**config.mk**
```make
export PLATFORM = sky130hd
export DESIGN_NAME = mem_arbiter
export DESIGN_NICKNAME = d
export VERILOG_FILES = /design/src/rtl/wisc_mem_pkg.sv /design/src/rtl/fill_counter.sv /design/src/rtl/mem_arbiter.sv
export SDC_FILE = /design/constraint.sdc
export NUM_CORES = 1
export LEC_CHECK = 0
export BUFFER_PORTS_ARGS = -buffer_cell sky130_fd_sc_hd__buf_2
export CORE_UTILIZATION = 36
export DETAILED_ROUTE_END_ITERATION = 10
export PLACE_DENSITY = 0.75
export RECOVER_POWER = 100
export SYNTH_ARGS = -nofsm -noshare
export SYNTH_HDL_FRONTEND = slang
export SYNTH_SLANG_ARGS = --single-unit
```
**constraint.sdc**
```tcl
create_clock -name clk -period 1.4 [get_ports clk]
set_input_delay 0.14 -clock clk [delete_from_list [all_inputs] [get_ports clk]]
set_output_delay 0.14 -clock clk [all_outputs]
set_load 0.1 [all_outputs]
```
**src/rtl/wisc_mem_pkg.sv**
```systemverilog
// Shared constants, FSM state type and address helpers for the cache-miss memory arbiter.
package wisc_mem_pkg;

    localparam int LINE_WORDS  = 8;
    localparam int MEM_LATENCY = 4;
    localparam int CNT_W       = $clog2(LINE_WORDS);
    localparam int ADDR_W      = 16;

    typedef enum logic [1:0] {
        IDLE   = 2'd0,
        FILL_I = 2'd1,
        FILL_D = 2'd2
    } arb_state_t;

    function automatic logic [ADDR_W-1:0] line_base(input logic [ADDR_W-1:0] addr);
        return addr & 16'hFFF0;
    endfunction

    // Word offset is ORed into the base so a line never carries into bits [15:4].
    function automatic logic [ADDR_W-1:0] word_addr(input logic [ADDR_W-1:0] base,
                                                    input logic [CNT_W-1:0]  cnt);
        return base | {{(ADDR_W-CNT_W-1){1'b0}}, cnt, 1'b0};
    endfunction

endpackage

```
**src/rtl/fill_counter.sv**
```systemverilog
// Line-word counter: clear wins over enable, wraps naturally, flags the last word.
module fill_counter
    import wisc_mem_pkg::*;
(
    input  logic             clk,
    input  logic             rst,
    input  logic             clr,
    input  logic             en,
    output logic [CNT_W-1:0] cnt,
    output logic             term
);

    always_ff @(posedge clk) begin
        if (rst || clr)
            cnt <= '0;
        else if (en)
            cnt <= cnt + 1'b1;
    end

    assign term = (cnt == CNT_W'(LINE_WORDS - 1));

endmodule

```
**src/rtl/mem_arbiter.sv**
```systemverilog
// Arbitrates I/D cache line fills onto a pipelined main memory; D wins ties, fills run to completion.
module mem_arbiter
    import wisc_mem_pkg::*;
(
    input  logic              clk,
    input  logic              rst,
    input  logic              I_miss_req,
    input  logic [ADDR_W-1:0] I_miss_addr,
    input  logic              D_miss_req,
    input  logic [ADDR_W-1:0] D_miss_addr,
    input  logic              mem_data_valid,
    input  logic [ADDR_W-1:0] mem_data_in,
    output logic              mem_en,
    output logic [ADDR_W-1:0] mem_addr,
    output logic              fill_wen_I,
    output logic              fill_wen_D,
    output logic [ADDR_W-1:0] fill_addr,
    output logic [ADDR_W-1:0] fill_data,
    output logic              I_fill_done,
    output logic              D_fill_done,
    output logic              busy
);

    arb_state_t        state, next_state;
    logic [ADDR_W-1:0] base;
    logic              issuing;
    logic              grant;
    logic              filling;
    logic              issue_en, recv_en, last_word;
    logic [CNT_W-1:0]  issue_cnt, recv_cnt;
    logic              issue_term, recv_term;

    assign filling   = (state != IDLE);
    assign grant     = (state == IDLE) && (D_miss_req || I_miss_req);
    assign issue_en  = filling && issuing;
    assign recv_en   = filling && mem_data_valid;
    assign last_word = recv_en && recv_term;

    fill_counter u_issue_cnt (
        .clk  (clk),
        .rst  (rst),
        .clr  (grant),
        .en   (issue_en),
        .cnt  (issue_cnt),
        .term (issue_term)
    );

    fill_counter u_recv_cnt (
        .clk  (clk),
        .rst  (rst),
        .clr  (grant),
        .en   (recv_en),
        .cnt  (recv_cnt),
        .term (recv_term)
    );

    always_ff @(posedge clk) begin
        if (rst)
            state <= IDLE;
        else
            state <= next_state;
    end

    always_comb begin
        next_state = state;
        case (state)
            IDLE: begin
                if (D_miss_req)
                    next_state = FILL_D;
                else if (I_miss_req)
                    next_state = FILL_I;
            end
            FILL_I, FILL_D: begin
                if (last_word)
                    next_state = IDLE;
            end
            default: next_state = IDLE;
        endcase
    end

    // Base is latched once at grant; issue runs for exactly one line then stops.
    always_ff @(posedge clk) begin
        if (rst) begin
            base    <= '0;
            issuing <= 1'b0;
        end else begin
            if (grant) begin
                base    <= line_base(D_miss_req ? D_miss_addr : I_miss_addr);
                issuing <= 1'b1;
            end else if (issue_en && issue_term) begin
                issuing <= 1'b0;
            end
        end
    end

    // Outputs are forced low while rst is high, even before the reset edge lands.
    always_comb begin
        mem_en      = 1'b0;
        mem_addr    = '0;
        fill_wen_I  = 1'b0;
        fill_wen_D  = 1'b0;
        fill_addr   = '0;
        I_fill_done = 1'b0;
        D_fill_done = 1'b0;
        busy        = 1'b0;
        if (!rst) begin
            busy        = filling;
            mem_en      = issue_en;
            mem_addr    = word_addr(base, issue_cnt);
            fill_addr   = word_addr(base, recv_cnt);
            fill_wen_I  = mem_data_valid && (state == FILL_I);
            fill_wen_D  = mem_data_valid && (state == FILL_D);
            I_fill_done = last_word && (state == FILL_I);
            D_fill_done = last_word && (state == FILL_D);
        end
    end

    assign fill_data = mem_data_in;

endmodule
```
==> impl_metrics.ini <==
[grt]
grt_max_degree = 22
grt_pass1_vias = 1157
use_met2 = 0.299
grt_pass1_wl_um = 5120
grt.met1_usage = 0.175
antenna_found_initial = 0
track_usage = 0.159
met3_usage = 0.0196
grt_busiest_layer = met2
grt_overflow_total = 0

[logic_synthesis]
ys_seq_area_frac = 0.301
syn_inst = 159
synth_warnings = 0
synth-seq-cells = 21
avgSynthCellArea_sq_um = 8.77
synth_cell_type_count = 24
syn_area_sq_mm = 0.00140

[power_and_ir_drop]
pwr-share-seq = 0.287
power.share.clock = 0.159
power_density_mw_per_mm2 = 1150
switching_share = 0.457
p_total_uw = 2480
leakage_uw = 0.000952
switchingPower_uw = 1130
p_comb_frac = 0.554
peakVddDrop_mv = 0.487
internal_power_uw = 1350

[floorplanning]
die-area_sq_mm = 0.00413
row_count = 22
die_h_um = 64.3
io_pins = 107
core-area_sq_mm = 0.00369
start_util = 0.378
die_w_um = 64.3

[clock_network]
cts_buffer_depth = 2
cts.clk_slew.worst_paths_ns = 0.08
cts_max_level = 1
cts_tree = yes
postCtsHoldBufs = 0
clk_latency_ns = 0.26
cts_buffers = 3
clock-sinks = 21
cts-root-buf = clkbuf_8

[critical_path]
critPathKind = reg2out
critPathArrivalTime_ns = 1.37
cp_max_fo = 4
worstPathRequired_ns = 1.26
end_kind = primary output
startpoint_type = flip-flop

[cells_and_area]
final_common_cell = buf_2
layout.area.seq_sq_um = 425
final_cells = 254
multi_input_area_sq_um = 875
drive_above_1_share = 0.612
final_cell_mix = buf_2 (29), nor2_1 (19), clkbuf_4 (19)
fin_area_sq_mm = 0.00216
finalNetCount = 267
diodes = 0
fill_cells = 324
syn2layout_area_growth_pct = 55.0

[detailed_routing]
drtIter0Drc = 44
drc = 0
num_vias = 1249
drt-pass1-iter-count = 5
routed_wl_um = 3610
viasPerCell = 4.92
ant_nets = 0
wl_per_cell_um = 14.2

[sta]
finalSetupViolations = 10
max_freq_mhz = 661
setup_slack_ns = -0.114
rsz0062_at_grt = yes
skew_ns = 0.00436
period_share = 1.08
final_max_slew_viol_count = 0
tns_ns = -0.513
hold_viol = 0
final.min_clock_period_ns = 1.51

[place]
io_buffers = 64
gp_congestion = 0.730
dp_hpwl_um = 2550
pre_cts_ws_ns = 0.0537
post_dp_cell_area_sq_mm = 0.00227
dp.cells = 240

[hold_path]
hold_class = in2reg

[run_status]
violations = setup timing
outcome = complete, but fails checks

[job]
cap_violations = 0
==> synthesized netlist by cell type <==
cell      count  area (sq um)
a211oi_1     12          90.1
a21oi_1       2          10.0
and2_1        1          6.26
and3b_1       2          17.5
and4_1        2          17.5
buf_2         3          15.0
buf_4        30           225
buf_6         3          33.8
clkbuf_1      4          15.0
conb_1        1          3.75
dfxtp_1      21           420
ha_1          7          87.6
inv_1         2          7.51
mux2i_1      16           160
nand2_1       2          7.51
nand2b_1      1          6.26
nand3b_1      1          7.51
nor2_1       22          82.6
nor2b_1      20           125
nor3b_1       1          7.51
o21a_1        1          7.51
o41ai_1       2          17.5
or2_1         1          6.26
xnor2_1       2          17.5
==> sequential cells by signal (all words and copies together), names as in the netlist <==
name             cells
base                12
issuing              1
state                2
u_issue_cnt.cnt      3
u_recv_cnt.cnt       3
==> power by group through the flow <==
stage               registers, uW  logic [uW]  clock network, uW
finish                        713        1370                396
global route                  722        1440                436
CTS                           715        1470                412
detailed placement            728        1420                  0
global placement              721        1400                  0
floorplan                     716        1340                  0
==> stage by stage <==
step	utilization	hold slack, ns
after floorplan	-	0.276
after global placement	0.616	0.281
after detailed placement	0.616	0.281
after CTS	0.641	0.149
after global routing	0.586	0.195
final	0.586	0.170
==> metal layers <==
metal  part of all wire  vias to the layer above
met4              0.032                        0
li1                   -                      594
met5                  0                        -
met1               0.39                      586
met3              0.058                       16
met2               0.52                       53
==> layout make-up <==
| cell class | instances | share of cell area |
|---|---|---|
| Tap cell | 48 | 0.0278 |
| Clock buffer | 4 | 0.0208 |
| Inverter | 2 | 0.00347 |
| Sequential cell | 21 | 0.197 |
| Multi-Input combinational cell | 97 | 0.405 |
| Timing Repair Buffer | 82 | 0.347 |
==> worst max-delay path: stages, from the launching register on <==
cell	delay, ns
dfxtp_2	0.34
inv_2	0.06
ha_4	0.17
nor2_4	0.12
and4_4	0.25
buf_12	0.17
==> worst paths after layout <==
kind                                  from           endpoint  slack (ns)  cells past startpoint
worst max-delay path              state[1]        D_fill_done       -0.11                      5
worst min-delay path            I_miss_req           state[0]        0.17                      3
worst max register to register    state[1]  u_recv_cnt.cnt[1]       -0.06                      8
worst min register to register     base[4]            base[4]        0.50                      2
==> what timing repair did <==
action | 4_1_cts | 5_1_grt
gates cloned | 0 | 1
hold endpoints to repair | 0 | 0
resized for setup | 7 | 16
pin swaps | 5 | 8
buffers inserted | 4 | 5
endpoints found under the setup margin | 4 | 25
==> kinds of logic (layout without fill, tap and decap cells) <==
kind of cell,count (synthesis),after routing,share of synthesized area
AO/OA/AOI/OAI,17,17,0.0897
XOR/XNOR,2,2,0.0126
adder cells (fa/ha/maj),7,7,0.0628
buffers and inverters,42,88,0.213
flip-flops,21,21,0.301
multiplexers,16,16,0.115
other,1,2,0.00269
AND/OR/NAND/NOR,53,53,0.204
Power figures use the tool's default switching activity.
